`src/rtl/stopwatch_pkg.sv`:
```
// Shared definitions for the stopwatch time base: command opcodes, FSM
// state encoding, BCD digit limits and the {min,sec,cs} time layout.
package stopwatch_pkg;

    localparam logic [1:0] CMD_START = 2'd0;
    localparam logic [1:0] CMD_STOP  = 2'd1;
    localparam logic [1:0] CMD_CLEAR = 2'd2;
    localparam logic [1:0] CMD_LAP   = 2'd3;

    typedef enum logic [1:0] {
        ST_IDLE    = 2'd0,
        ST_RUNNING = 2'd1,
        ST_STOPPED = 2'd2
    } state_t;

    // Largest units digit, and largest tens digit for sexagesimal fields.
    localparam logic [3:0] BCD_MAX_UNITS   = 4'd9;
    localparam logic [3:0] BCD_MAX_TENS_60 = 4'd5;

    // Layout of the time value and of the lap snapshot: {min, sec, cs}.
    typedef struct packed {
        logic [7:0] min;
        logic [7:0] sec;
        logic [7:0] cs;
    } time_t;

    localparam time_t TIME_MAX = '{
        min: {BCD_MAX_TENS_60, BCD_MAX_UNITS},
        sec: {BCD_MAX_TENS_60, BCD_MAX_UNITS},
        cs:  {BCD_MAX_UNITS,   BCD_MAX_UNITS}
    };

    // Next value of a 2-digit BCD field; wraps to 00 after {tens_max,9}.
    function automatic logic [7:0] bcd2_next(input logic [7:0] v,
                                             input logic [3:0] tens_max);
        logic [7:0] r;
        if (v[3:0] != BCD_MAX_UNITS)
            r = {v[7:4], v[3:0] + 4'd1};
        else if (v[7:4] != tens_max)
            r = {v[7:4] + 4'd1, 4'd0};
        else
            r = 8'h00;
        return r;
    endfunction

endpackage

```
`src/rtl/stopwatch_ctrl_bcd_time_counter.sv`:
```
// Three 2-digit BCD registers (cs, sec, min) with ripple carry, clear,
// and saturation at 59:59.99 with a sticky overflow flag.
module bcd_time_counter
    import stopwatch_pkg::*;
(
    input  logic  i_clk,
    input  logic  i_rst,
    input  logic  i_inc,
    input  logic  i_clr,
    output time_t o_time,
    output logic  o_at_max,
    output logic  o_overflow
);

    time_t r_time;
    time_t w_time_nxt;
    logic  r_overflow;
    logic  w_at_max;
    logic  w_cs_wrap;
    logic  w_sec_wrap;

    assign w_at_max   = (r_time == TIME_MAX);
    assign w_cs_wrap  = (r_time.cs  == {BCD_MAX_UNITS, BCD_MAX_UNITS});
    assign w_sec_wrap = (r_time.sec == {BCD_MAX_TENS_60, BCD_MAX_UNITS});

    // Next time value: clear beats increment; increment at the max holds.
    always_comb begin
        w_time_nxt = r_time;
        if (i_clr) begin
            w_time_nxt = '0;
        end else if (i_inc && !w_at_max) begin
            w_time_nxt.cs = bcd2_next(r_time.cs, BCD_MAX_UNITS);
            if (w_cs_wrap) begin
                w_time_nxt.sec = bcd2_next(r_time.sec, BCD_MAX_TENS_60);
                if (w_sec_wrap)
                    w_time_nxt.min = bcd2_next(r_time.min, BCD_MAX_TENS_60);
            end
        end
    end

    // Time registers and sticky overflow, set by a tick arriving at the max.
    always_ff @(posedge i_clk) begin
        if (i_rst) begin
            r_time     <= '0;
            r_overflow <= 1'b0;
        end else begin
            r_time <= w_time_nxt;
            if (i_clr)
                r_overflow <= 1'b0;
            else if (i_inc && w_at_max)
                r_overflow <= 1'b1;
        end
    end

    assign o_time     = r_time;
    assign o_at_max   = w_at_max;
    assign o_overflow = r_overflow;

endmodule

```
`src/rtl/stopwatch_ctrl.sv`:
```
// Stopwatch run/stop/clear/lap controller: FSM, gated prescaler producing
// the centisecond tick, command handshake and lap snapshot.
module stopwatch_ctrl
    import stopwatch_pkg::*;
#(
    parameter int CLK_HZ  = 25000000,
    parameter int TICK_HZ = 100,
    parameter int PRE_W   = 18
) (
    input  logic        twentyFive_mhz_clk,
    input  logic        reset,
    input  logic        cmd_valid,
    input  logic [1:0]  cmd_op,
    output logic        cmd_ready,
    output logic        running,
    output logic        tick,
    output logic [7:0]  cs_bcd,
    output logic [7:0]  sec_bcd,
    output logic [7:0]  min_bcd,
    output logic        lap_valid,
    output logic [23:0] lap_time,
    input  logic        lap_ack,
    output logic        overflow
);

    localparam int              DIV      = CLK_HZ / TICK_HZ;
    localparam logic [PRE_W-1:0] PRE_LAST = PRE_W'(DIV - 1);

    state_t           r_state;
    state_t           w_state_nxt;
    logic [PRE_W-1:0] r_pre;
    logic [PRE_W-1:0] w_pre_nxt;
    logic             r_tick;
    logic             r_running;
    logic             r_cmd_ready;
    logic             r_lap_valid;
    logic             w_lap_valid_nxt;
    time_t            r_lap_time;
    time_t            w_time;
    logic             w_at_max;
    logic             w_overflow;
    logic             w_fire;
    logic             w_clr;
    logic             w_lap_fire;
    logic             w_tick_evt;
    logic             w_sat;

    assign w_fire     = cmd_valid && r_cmd_ready;
    assign w_clr      = w_fire && (cmd_op == CMD_CLEAR);
    assign w_lap_fire = w_fire && (cmd_op == CMD_LAP);
    assign w_tick_evt = (r_state == ST_RUNNING) && (r_pre == PRE_LAST);
    assign w_sat      = w_tick_evt && w_at_max;

    bcd_time_counter u_time (
        .i_clk      (twentyFive_mhz_clk),
        .i_rst      (reset),
        .i_inc      (w_tick_evt),
        .i_clr      (w_clr),
        .o_time     (w_time),
        .o_at_max   (w_at_max),
        .o_overflow (w_overflow)
    );

    // Next state and prescaler: commands, then saturation, then CLEAR wins.
    always_comb begin
        w_state_nxt = r_state;
        w_pre_nxt   = r_pre;
        if (r_state == ST_RUNNING)
            w_pre_nxt = w_tick_evt ? '0 : r_pre + PRE_W'(1);
        if (w_fire) begin
            case (cmd_op)
                CMD_START: if (r_state != ST_RUNNING && !w_overflow)
                               w_state_nxt = ST_RUNNING;
                CMD_STOP:  if (r_state == ST_RUNNING)
                               w_state_nxt = ST_STOPPED;
                CMD_CLEAR: w_state_nxt = ST_IDLE;
                default:   ;
            endcase
        end
        if (w_sat)
            w_state_nxt = ST_STOPPED;
        if (w_clr) begin
            w_state_nxt = ST_IDLE;
            w_pre_nxt   = '0;
        end
    end

    // Lap pending flag: set by LAP, cleared the cycle after lap_ack.
    always_comb begin
        w_lap_valid_nxt = r_lap_valid;
        if (w_lap_fire)
            w_lap_valid_nxt = 1'b1;
        else if (r_lap_valid && lap_ack)
            w_lap_valid_nxt = 1'b0;
    end

    // State, prescaler and registered status strobes.
    always_ff @(posedge twentyFive_mhz_clk) begin
        if (reset) begin
            r_state   <= ST_IDLE;
            r_pre     <= '0;
            r_tick    <= 1'b0;
            r_running <= 1'b0;
        end else begin
            r_state   <= w_state_nxt;
            r_pre     <= w_pre_nxt;
            r_tick    <= w_tick_evt && !w_clr;
            r_running <= (w_state_nxt == ST_RUNNING);
        end
    end

    // Lap snapshot (pre-increment time) and handshake ready.
    always_ff @(posedge twentyFive_mhz_clk) begin
        if (reset) begin
            r_lap_valid <= 1'b0;
            r_cmd_ready <= 1'b1;
            r_lap_time  <= '0;
        end else begin
            r_lap_valid <= w_lap_valid_nxt;
            r_cmd_ready <= !w_lap_valid_nxt;
            if (w_lap_fire)
                r_lap_time <= w_time;
        end
    end

    assign cmd_ready = r_cmd_ready;
    assign running   = r_running;
    assign tick      = r_tick;
    assign cs_bcd    = w_time.cs;
    assign sec_bcd   = w_time.sec;
    assign min_bcd   = w_time.min;
    assign lap_valid = r_lap_valid;
    assign lap_time  = r_lap_time;
    assign overflow  = w_overflow;

endmodule

```
`config.mk`:
```
export PLATFORM = sky130hd
export DESIGN_NAME = stopwatch_ctrl
export DESIGN_NICKNAME = d
export VERILOG_FILES = /design/src/rtl/stopwatch_pkg.sv /design/src/rtl/stopwatch_ctrl_bcd_time_counter.sv /design/src/rtl/stopwatch_ctrl.sv
export SDC_FILE = /design/constraint.sdc
export NUM_CORES = 1
export LEC_CHECK = 0
export ABC_AREA = 1
export CORE_AREA = 2 2 111 113
export DETAILED_ROUTE_END_ITERATION = 8
export DIE_AREA = 0 0 113 115
export GPL_TIMING_DRIVEN = 0
export PLACE_DENSITY = 0.47
export RECOVER_POWER = 100
export REMOVE_ABC_BUFFERS = 1
export SETUP_SLACK_MARGIN = 0.4
export SLEW_MARGIN = 20
export SYNTH_ARGS = -nofsm -noshare
export SYNTH_HDL_FRONTEND = slang
export SYNTH_SLANG_ARGS = --single-unit
```
`constraint.sdc`:
```
create_clock -name twentyFive_mhz_clk -period 2.4 [get_ports twentyFive_mhz_clk]
set_clock_uncertainty 0.1 [all_clocks]
set_input_delay 0.24 -clock twentyFive_mhz_clk [delete_from_list [all_inputs] [get_ports twentyFive_mhz_clk]]
set_output_delay 0.24 -clock twentyFive_mhz_clk [all_outputs]
set_load 0.005 [all_outputs]
```
[Word-level counts from Yosys, hierarchy flattened]
Index checks and enable logic that the tools add are counted.
Storage, ports and cells
  bits in registers: 73
  latch bits: 0
  memory bits (writable): 0
  ROM bits: 0
  bits of input ports: 6
  output and inout port bits: 53
  logic and storage cells: 77
  memories kept: 0
Cells by class
  $add $sub $neg: 7
  multiply operators: 0
  divide/modulo/power cells: 0
  magnitude comparators: 0
  equality and inequality tests: 16
  shift operators: 0
  multiplexer cells: 15
  bitwise logic cells: 3
  reduce and logical (&&, ||, !) cells: 20
Operators with widths (count)
  $add A4 B1 Y4 const B: 6
  $eq A24 B23 Y1 const B: 1
  $mux W8: 3
  $add A18 B1 Y18 const B: 1
  $eq A18 B18 Y1 const B: 1
  $mux W18: 1
  $ne A4 B4 Y1 const B: 4
  $mux W4: 3
  $mux W2: 5
  $logic_and A1 B1 Y1: 9
  $eq A8 B7 Y1 const B: 1
  $eq A8 B8 Y1 const B: 1
  $ne A4 B3 Y1 const B: 2
  $eq A2 B1 Y1 const B: 3
  $pmux W2 S3: 1
  $reduce_and A3 Y1: 2
  $eq A2 B2 Y1 const B: 2
  $logic_not A1 Y1: 4
  $reduce_and A2 Y1: 2
  $reduce_and A4 Y1: 1
  $not A1 Y1: 3
  $logic_not A2 Y1: 1
  $mux W1: 2
  $ne A2 B1 Y1 const B: 1
  $reduce_or A2 Y1: 1

[Depth between registers and ports, before layout]
Gate-level depths: netlist of run 1.
  depth in word-level cells: 8
  mapped depth: 12
  gate-level depth less buffers: 12

[Cells and area by module]
From an unflattened synthesis of run 1, not the netlist that was laid out.
Second synthesis, totals
  cell total of the unflattened synthesis: 508
  area, all modules: 3540.9 um2
Modules (own cells, without submodules)
  stopwatch_ctrl: times used 1, cells an instance 302, area an instance 2154.6 um2, sequential area each 960.9 um2
  bcd_time_counter: times used 1, cells an instance 206, area an instance 1386.3 um2, sequential area each 500.5 um2

[Worst setup path after synthesis of run 1]
No wires, ideal clock.
  path kind: flip-flop to flip-flop
  from: register r_pre[0]
  to: register u_time.r_time, in the netlist u_time.o_time[9]
  setup time: 114 ps
  data arrival time: 1471 ps
  data required time: 2186 ps
  slack: 715 ps
  cell stages (with the launch flop): 11
  buffers on the path: 0
  period minus slack after synthesis: 1685 ps
  path through: dfxtp_1 -> ha_1 -> nand2_1 -> nor2_2 -> nand4_2 -> nor2_8 -> nand2_8 -> nor2_8 -> nand2_2 -> a21oi_1 -> nor2_1
Between the ends
  longest elaborated chain between the ends: 4
Ends and longest elaborated chain
  from (decl): line stopwatch_ctrl.sv:31  | logic [PRE_W-1:0] r_pre;
  from (signal assigned): line stopwatch_ctrl.sv:106  | r_pre <= w_pre_nxt;
  $eq A18 B18 Y1: line stopwatch_ctrl.sv:51  | assign w_tick_evt = (r_state == ST_RUNNING) && (r_pre == PRE_LAST);
  $logic_and A1 B1 Y1: line stopwatch_ctrl.sv:51
  $logic_and A1 B1 Y1: line stopwatch_ctrl_bcd_time_counter.sv:31  | end else if (i_inc && !w_at_max) begin
  $reduce_and A2 Y1 (no source line)
  to (signal assigned): line stopwatch_ctrl_bcd_time_counter.sv:47  | r_time <= w_time_nxt;
  to (decl): line stopwatch_ctrl_bcd_time_counter.sv:15  | time_t r_time;
Every way passes these cells.
A chain may end at the register's enable or synchronous reset.

[Final worst setup path of run 1]
  from: register r_pre[1]
  to: register u_time.r_time, in the netlist u_time.o_time[19]
Between the ends
  longest elaborated chain between the ends: 4
Ends and longest elaborated chain (line)
  $eq A18 B18 Y1: stopwatch_ctrl.sv:51
  $logic_and A1 B1 Y1: stopwatch_ctrl.sv:51
  $logic_and A1 B1 Y1: stopwatch_ctrl_bcd_time_counter.sv:31
  $reduce_and A3 Y1 (no source line)
Every way passes these cells.

==> results of run 1 <==
[per-stage QoR]
| step | utilization [%] | power (uW) | setup TNS (ps) |
|---|---|---|---|
| 6_report | 38.7 | 2750 | 0 |
| 4_1_cts | 39.0 | 2800 | 0 |
| 5_1_grt | 38.7 | 2870 | 0 |
| 2_1_floorplan | - | 1330 | 0 |
| 3_5_place_dp | 36.0 | 1410 | -35310 |
| 3_3_place_gp | 35.8 | 1400 | -59890 |
[path summary, 6_finish.rpt]
| path | startpoint | slack (ps) | depth (start not counted) | endpoint |
|---|---|---|---|---|
| min | reset | 310 | 2 | r_state[1] |
| max | r_pre[1] | 390 | 11 | u_time.o_time[19] |
| min reg2reg | r_pre[0] | 370 | 1 | r_pre[0] |
| max reg2reg | r_pre[1] | 390 | 11 | u_time.o_time[19] |
[area by class of cell]
type | instances | area share [%]
well taps | 147 | 4.02
clock inverters | 4 | 1.12
clock buffers | 12 | 5.61
multi-input cells | 339 | 37.8
inverters | 60 | 5.11
repair inverters | 1 | 0.109
repair buffers | 65 | 14.2
flip-flops and latches | 73 | 32.0
[synthesized netlist by cell type, drive strengths merged]
library cell	number	share of area, %
o21ai	43	6.2
a31oi	1	0.18
ha	1	0.36
nand4	13	3.1
clkbuf	7	0.75
inv	59	6.3
xor2	5	1.3
nand2	91	11
nor3	8	1.3
clkinv	1	0.11
dfxtp	73	42
o21a	2	0.43
and2	1	0.18
a211oi	3	0.64
nand3	25	4.2
or2	1	0.18
o31ai	1	0.21
nor2	95	14
a21oi	47	6.8
buf	3	0.39
nor3b	1	0.36
o211ai	1	0.21
[flip-flops by register name, summed over array words and instances (netlist names)]
name / flops
lap_valid: 1
u_time.o_time: 24
tick: 1
r_pre: 18
running: 1
r_state: 2
u_time.o_overflow: 1
lap_time: 24
cmd_ready: 1
[routing by layer]
layer | up-vias | GRT usage, % | wire, um
li1 | 1699 | - | -
met1 | 1439 | 19.7 | 4550
met2 | 57 | 20.8 | 3660
met3 | 4 | 3.58 | 360
met4 | 0 | 4.63 | 97
met5 | - | 0 | 0
[kinds of logic after synthesis]
logic type / Yosys count
AO/OA/AOI/OAI: 98
XOR/XNOR: 5
adder cells (fa/ha/maj): 1
buffers and inverters: 70
flip-flops: 73
AND/OR/NAND/NOR: 235
[power by group]
part           switching, uW  total [uW]  internal [uW]
clock                    507        1370            862
sequential              9.97        1240           1230
combinational           77.7         142           63.8
total                    595        2750           2160
[timing repair]
action,in CTS,in global routing
gates cloned,1,0
setup endpoints to repair,46,18
pin swaps,0,3
gates resized for setup,8,6
setup buffers,1,5
==> run_results.csv, run 1 <==
group,metric,value,unit
status,outcome,"complete, but fails checks",
status,failed_checks,"design-rule violations",
clock_network,cts_root_buffer,"clkbuf_16",
sta,fmax,498,MHz
route,drt_iter0_markers,125,
synthesis,synth_xor_area_share,1.25,%
final_layout,final_cell_mix,"nand2_1, nor2_1, dfxtp_1",
critical_path,setup.worst_path.class,"register to register",
global_routing,track_usage,14.0,%
clock_network,cts_tree,"yes",
clock_network,clk_latency,330,ps
placement,pre_cts_ws,-1520,ps
placement,dp_hpwl,6.19,mm
synthesis,synth_warnings,0,
final_layout,final_cell_area,4580,um2
hold_path,hold_class,"input port to register",
sta,layout_min_cycle_time,2010,ps
sta,slew_viol_final,0,
placement,place_inst,678,
synthesis,muxShareOfSynthArea,0,%
power,peakVddDrop,0.000239,V
clock_network,h-tree-depth,3,
final_layout,num_antenna_cells,0,
final_layout,syn_to_final_growth,30.8,%
critical_path,crit_chain,"ha_1 -> nand2_1 -> nor2_1 -> nand4_1 -> nor2_8 -> nand3_1 -> inv_1 -> nand2_1 -> nand2_1 -> nand2_1 -> nor2_1",
critical_path,crit_buf_inv,1,
job,maxCapViolCount,0,
clock_network,cts_hold_buf,0,
route,via_per_inst,4.56,
synthesis,synth_top_family_by_area,"simple AND/OR/NAND/NOR gates",
global_routing,antenna_found_initial,0,
global_routing,grt_overflow_total,0,
final_layout,final_common_cell,"nand2_1",
critical_path,slowest_stage,"dfxtp_1",
synthesis,synth_cell_type_count,37,
sta,setup_viol,0,
clock_network,clock-sinks,73,
global_routing,grt_max_degree,29,
critical_path,crit_arrival,2180,ps
placement,io_buffers,58,
synthesis,synth-simple-area-share,34.4,%
power,p_leak,0.00188,uW
placement,gp_congestion,0.812,
route,detail_route.first_pass.iterations,6,
final_layout,nNetsFinal,556,
synthesis,yosysSeqAreaShare,41.8,%
global_routing,grt_pass1_wl,14.6,mm
floorplan,initial_core_util,29.6,%
final_layout,seqCellArea,1460,um2
floorplan,die-area,13000,um2
synthesis,syn-cell-area,3500,um2
sta,finalHoldViolations,0,
critical_path,startpoint_type,"register",
critical_path,cp-end-kind,"register",
route,ant_nets,0,
synthesis,synth-seq-cells,73,
floorplan,die_y,115,um
final_layout,multi_input_area,1730,um2
synthesis,synth_fa_ha_area_share,0.358,%
final_layout,fillers,1265,
route,drc,5,
synthesis,syn_inst,482,
floorplan,ios,59,
floorplan,coreArea,11800,um2
sta,worst_slack,390,ps
critical_path,crit_path_max_incr_delay,360,ps
route,wirelength,8.67,mm
synthesis,synth_compound_area_share,14.7,%
sta,slew_headroom,41.7,%
final_layout,stdcell_count,701,
sta,hold-worst-slack,313,ps
power,powerDensity,602,nW/um2
critical_path,critPathMaxFanout,5,
clock_network,numCtsBuffers,9,
route,wl_per_cell,12.4,um
floorplan,rows,40,
critical_path,cpMostUsedCell,"nand2_1",
clock_network,path_clk_slew,60,ps
sta,min_period_over_period,83.7,%
synthesis,syn_area_per_cell,7.26,um2
sta,tightestPinTransition,873,ps
final_layout,drive_above_1_share,11.9,%
placement,postPlaceCellArea,4260,um2
sta,rsz0062_at_grt,"yes",
floorplan,chipWidth,113,um
critical_path,crit_family,"simple AND/OR/NAND/NOR gates",
clock_network,cts_max_path_buffers,2,
critical_path,crit_required,2570,ps
route,vias,3199,
global_routing,grt_pass1_vias,2947,
No activity file was read; power rests on OpenSTA's default activity.
==> run 2, diff against run 1 <==
--- a/config.mk
+++ b/config.mk
@@ -10,7 +10,7 @@
 export DETAILED_ROUTE_END_ITERATION = 8
 export DIE_AREA = 0 0 113 115
 export GPL_TIMING_DRIVEN = 0
-export PLACE_DENSITY = 0.47
+export PLACE_DENSITY = 0.49
 export RECOVER_POWER = 100
 export REMOVE_ABC_BUFFERS = 1
 export SETUP_SLACK_MARGIN = 0.4
==> constraint.sdc (replaced) <==
create_clock -name twentyFive_mhz_clk -period 1.7 [get_ports twentyFive_mhz_clk]
set_clock_uncertainty 0.1 [all_clocks]
set_input_delay 0.17 -clock twentyFive_mhz_clk [delete_from_list [all_inputs] [get_ports twentyFive_mhz_clk]]
set_output_delay 0.17 -clock twentyFive_mhz_clk [all_outputs]
set_load 0.005 [all_outputs]
==> run_results.csv, run 2 (same netlist as run 1, synthesis figures left out) <==
group,metric,value,unit
global_routing,grtUsageMet1,21.4,%
critical_path,regToRegEndpoint,"u_time.o_time[9]",
critical_path,crit_path_max_incr_delay,360,ps
clock_network,cts_hold_buf,0,
clock_network,cts_tree,"yes",
floorplan,chipWidth,113,um
sta,finalHoldViolations,0,
floorplan,die_y,115,um
critical_path,startpoint,"r_pre[1]",
final_layout,final_cell_mix,"nand2_1, nor2_1, dlygate4sd2_1",
route,detail_route.first_pass.iterations,6,
critical_path,slowest_stage,"dfxtp_4",
global_routing,met3_usage,3.64,%
floorplan,rows,40,
critical_path,reg2reg_depth,10,
route,wirelength,10.5,mm
clock_network,clk_latency,330,ps
critical_path,crit_chain,"ha_4 -> nand2_4 -> nor2_4 -> nand4_4 -> nor2_8 -> nand2_8 -> nor2_8 -> nand2_2 -> a21oi_2 -> nor2_1",
placement,gp_congestion,0.784,
final_layout,post-route-util,46.2,%
clock_network,path_clk_slew,60,ps
route,drt_iter0_markers,140,
route,wl_per_cell,14.2,um
clock_network,numCtsBuffers,9,
sta,rsz0062_at_grt,"yes",
global_routing,grt_use_met2,25.5,%
final_layout,final_common_cell,"nand2_1",
power,peakVddDrop,0.000439,V
critical_path,r2r-start,"r_pre[1]",
critical_path,regToRegSetupSlack,5,ps
floorplan,coreArea,11800,um2
sta,worst_slack,4.95,ps
sta,slew_viol_final,0,
sta,fmax,590,MHz
floorplan,die-area,13000,um2
power,powerDensity,737,nW/um2
sta,min_period_over_period,99.7,%
status,failed_checks,"design-rule violations",
global_routing,grt_max_degree,18,
power,p_leak,0.00234,uW
route,ant_nets,0,
sta,layout_min_cycle_time,1700,ps
critical_path,startpoint_type,"register",
clock_network,h-tree-depth,3,
critical_path,critPathMaxFanout,6,
sta,setup_viol,0,
final_layout,num_antenna_cells,0,
global_routing,track_usage,15.9,%
placement,dp_hpwl,6.18,mm
status,outcome,"complete, but fails checks",
global_routing,grt-busiest-layer,"met2",
placement,pre_cts_ws,-2040,ps
final_layout,nNetsFinal,598,
critical_path,cpMostUsedCell,"nor2_8",
placement,io_buffers,58,
final_layout,drive_above_1_share,37.6,%
critical_path,cp-end-kind,"register",
route,drc,3,
critical_path,crit_required,1830,ps
global_routing,antenna_found_initial,0,
final_layout,syn_to_final_growth,56.0,%
critical_path,setup.worst_path.class,"register to register",
clock_network,clock-sinks,73,
sta,slew_headroom,60.9,%
sta,tightestPinTransition,586,ps
power,total_power,4020,uW
route,vias,3456,
global_routing,grt_pass1_vias,3297,
critical_path,crit_path_end,"u_time.o_time[9]",
critical_path,crit_arrival,1820,ps
final_layout,final_cell_area,5460,um2
global_routing,grt_pass1_wl,16.4,mm
floorplan,ios,59,
route,via_per_inst,4.65,
placement,postPlaceCellArea,4260,um2
hold_path,hold_class,"input port to register",
clock_network,cts_root_buffer,"clkbuf_16",
job,maxCapViolCount,0,
global_routing,grt_overflow_total,0,
clock_network,cts_max_path_buffers,2,
floorplan,initial_core_util,29.6,%
[run 2: through the flow]
| stage | TNS [ps] | hold slack, ps | std cells |
|---|---|---|---|
| after floorplan | -15510 | 142 | 472 |
| after global placement | -106610 | 370 | 677 |
| after detailed placement | -63270 | 376 | 678 |
| after CTS | 0 | 222 | 728 |
| after global routing | -1050 | 266 | 743 |
| final | 0 | 241 | 743 |
[run 2: cell type report]
cell class                 instances  area, um2
multi-input combinational        339       2170
tap                              147        184
timing repair inverter             1       7.51
sequential                        73       1530
fill                            1177       6350
timing repair buffer             107       1000
clock buffer                      10        229
inverter                          60        253
clock inverter                     6       82.6
[run 2: critical path, delay by kind of cell, from the launching register on]
| family | cells | cell delay, ps |
|---|---|---|
| AND/OR/NAND/NOR | 8 | 840 |
| flip-flops | 1 | 360 |
| adder cells (fa/ha/maj) | 1 | 160 |
| AO/OA/AOI/OAI | 1 | 120 |
[run 2: power breakdown]
group,switching [uW],internal [uW],total (uW)
clock network,743,1280,2020
registers,14.7,1720,1740
logic,142,121,263
total,900,3120,4020
[run 2: worst min path at each step]
stage / startpoint / endpoint / cells after the start
detailed placement: r_pre[2] / r_pre[2] / 2
finish: cmd_op[0] / r_state[0] / 3
global route: reset / r_state[1] / 2
floorplan: reset / r_state[1] / 1
global placement: r_pre[2] / r_pre[2] / 2
CTS: cmd_op[0] / r_state[0] / 3
[run 2: layer usage]
layer,routed length [um],part of all wire [%],vias up
li1,-,-,1791
met1,4960,47,1582
met2,4910,47,75
met3,558,5.3,8
met4,116,1.1,0
met5,0,0,-
[run 2: repair_timing]
action	in CTS	in global routing
pin swaps	42	25
setup buffers	32	12
setup endpoints to repair	125	66
gates cloned	2	3
resized for setup	201	43
hold endpoints to repair	0	0
==> run 3, diff against run 2 <==
--- a/config.mk
+++ b/config.mk
@@ -6,11 +6,13 @@
 export NUM_CORES = 1
 export LEC_CHECK = 0
 export ABC_AREA = 1
+export CELL_PAD_IN_SITES_DETAIL_PLACEMENT = 1
+export CELL_PAD_IN_SITES_GLOBAL_PLACEMENT = 1
 export CORE_AREA = 2 2 111 113
 export DETAILED_ROUTE_END_ITERATION = 8
 export DIE_AREA = 0 0 113 115
 export GPL_TIMING_DRIVEN = 0
-export PLACE_DENSITY = 0.49
+export PLACE_DENSITY = 0.64
 export RECOVER_POWER = 100
 export REMOVE_ABC_BUFFERS = 1
 export SETUP_SLACK_MARGIN = 0.4
==> run_results.csv, run 3 (same netlist as run 1, synthesis figures left out) <==
group,metric,value,unit
route,wirelength,11.9,mm
global_routing,antenna_found_initial,0,
global_routing,grt_pass1_vias,3656,
route,wl_per_cell,16.0,um
final_layout,drive_above_1_share,46.6,%
final_layout,stdcell_count,746,
route,detail_route.first_pass.iterations,6,
clock_network,clk_latency,340,ps
clock_network,cts_tree,"yes",
final_layout,final_cell_mix,"nand2_1, dlygate4sd2_1, nor2_1",
final_layout,num_antenna_cells,0,
status,failed_checks,"design-rule violations, negative setup slack",
final_layout,fillers,1389,
global_routing,grt_overflow_total,0,
power,powerDensity,680,nW/um2
critical_path,critPathMaxFanout,7,
final_layout,syn_to_final_growth,61.6,%
route,wl_met2,5.74,mm
route,via_per_inst,4.89,
route,drc,7,
clock_network,path_clk_slew,60,ps
global_routing,track_usage,17.9,%
job,maxCapViolCount,0,
clock_network,cts_root_buffer,"clkbuf_16",
clock_network,clock-sinks,73,
placement,gp_congestion,0.763,
final_layout,nNetsFinal,601,
route,ant_nets,0,
power,peakVddDrop,0.000312,V
critical_path,cp-end-kind,"register",
route,vias,3646,
sta,fmax,577,MHz
floorplan,chipWidth,113,um
route,drt_iter0_markers,93,
floorplan,initial_core_util,29.6,%
critical_path,startpoint_type,"register",
sta,tightestPinTransition,387,ps
floorplan,die_y,115,um
floorplan,rows,40,
placement,place_inst,678,
global_routing,grt_max_degree,27,
critical_path,crit_required,1880,ps
sta,layout_min_cycle_time,1730,ps
critical_path,crit_arrival,1910,ps
critical_path,setup.worst_path.class,"register to register",
route,top_layer,"met4",
route,met3_length,381,um
placement,dp_hpwl,7.11,mm
floorplan,die-area,13000,um2
sta,rsz0062_at_grt,"yes",
global_routing,grt_pass1_wl,18.3,mm
clock_network,cts_hold_buf,0,
status,outcome,"complete, but fails checks",
hold_path,hold_class,"input port to register",
sta,hold-worst-slack,259,ps
clock_network,h-tree-depth,3,
sta,worst_slack,-32.0,ps
sta,slew_headroom,74.2,%
power,p_leak,0.00237,uW
floorplan,ios,59,
route,met1_length,5.56,mm
floorplan,coreArea,11800,um2
final_layout,final_common_cell,"nand2_1",
sta,slew_viol_final,0,
clock_network,cts_max_path_buffers,2,
sta,finalHoldViolations,0,
clock_network,numCtsBuffers,9,
placement,io_buffers,58,
sta,min_period_over_period,102,%
sta,setup_viol,3,
run 3: area by class of cell:
class	count	area [um2]	area share, %
repair buffers	109	1030	18.3
multi-input cells	340	2340	41.5
well taps	147	184	3.25
clock buffers	14	264	4.67
repair inverters	1	7.51	0.133
inverters	60	263	4.65
flip-flops and latches	73	1550	27.3
clock inverters	2	12.5	0.221
run 3: per-stage QoR:
stage	util (%)	instance area, um2	setup slack, ps	setup TNS (ps)	total power (uW)
after floorplan	-	3460	-565	-15510	1880
after detailed placement	36.0	4260	-2170	-69370	2000
final	47.8	5650	-32.0	-44.4	3840
after global placement	35.8	4220	-2090	-104280	1980
after global routing	47.8	5650	-177	-2430	3990
after CTS	43.4	5120	-7.73	-13.2	3820
run 3: final timing paths:
check | startpoint | endpoint | slack [ps] | depth (start not counted)
worst max-delay path | r_pre[1] | u_time.o_time[5] | -30 | 9
worst min register to register | u_time.o_time[16] | u_time.o_time[16] | 370 | 1
worst max register to register | r_pre[1] | u_time.o_time[5] | -30 | 9
worst min-delay path | reset | r_state[1] | 260 | 2
run 3: power breakdown:
part           switching [uW]  internal, uW  total, uW
clock                     725          1070       1790
combinational             170           136        307
sequential               24.1          1720       1740
run 3: worst max-delay path, stage by stage (launching register included):
cell and delay [ps]:
dfxtp_4 360, ha_4 150, nand2_4 70, nor2_4 110
nand4_4 120, nor2_8 210, nand2_8 120, nor2_4 170
nand3_1 110, a21oi_2 150
run 3: timing repair:
action,in CTS,in global routing
gates resized for setup,206,128
buffers inserted,30,17
pin swaps,49,60
setup endpoints to repair,126,53
gates cloned,2,3
run 3: layer usage:
metal | track usage, % | up-vias
met4 | 8.13 | 0
met1 | 22.8 | 1771
met2 | 29.7 | 59
met3 | 3.22 | 14
met5 | 0 | -
li1 | - | 1802
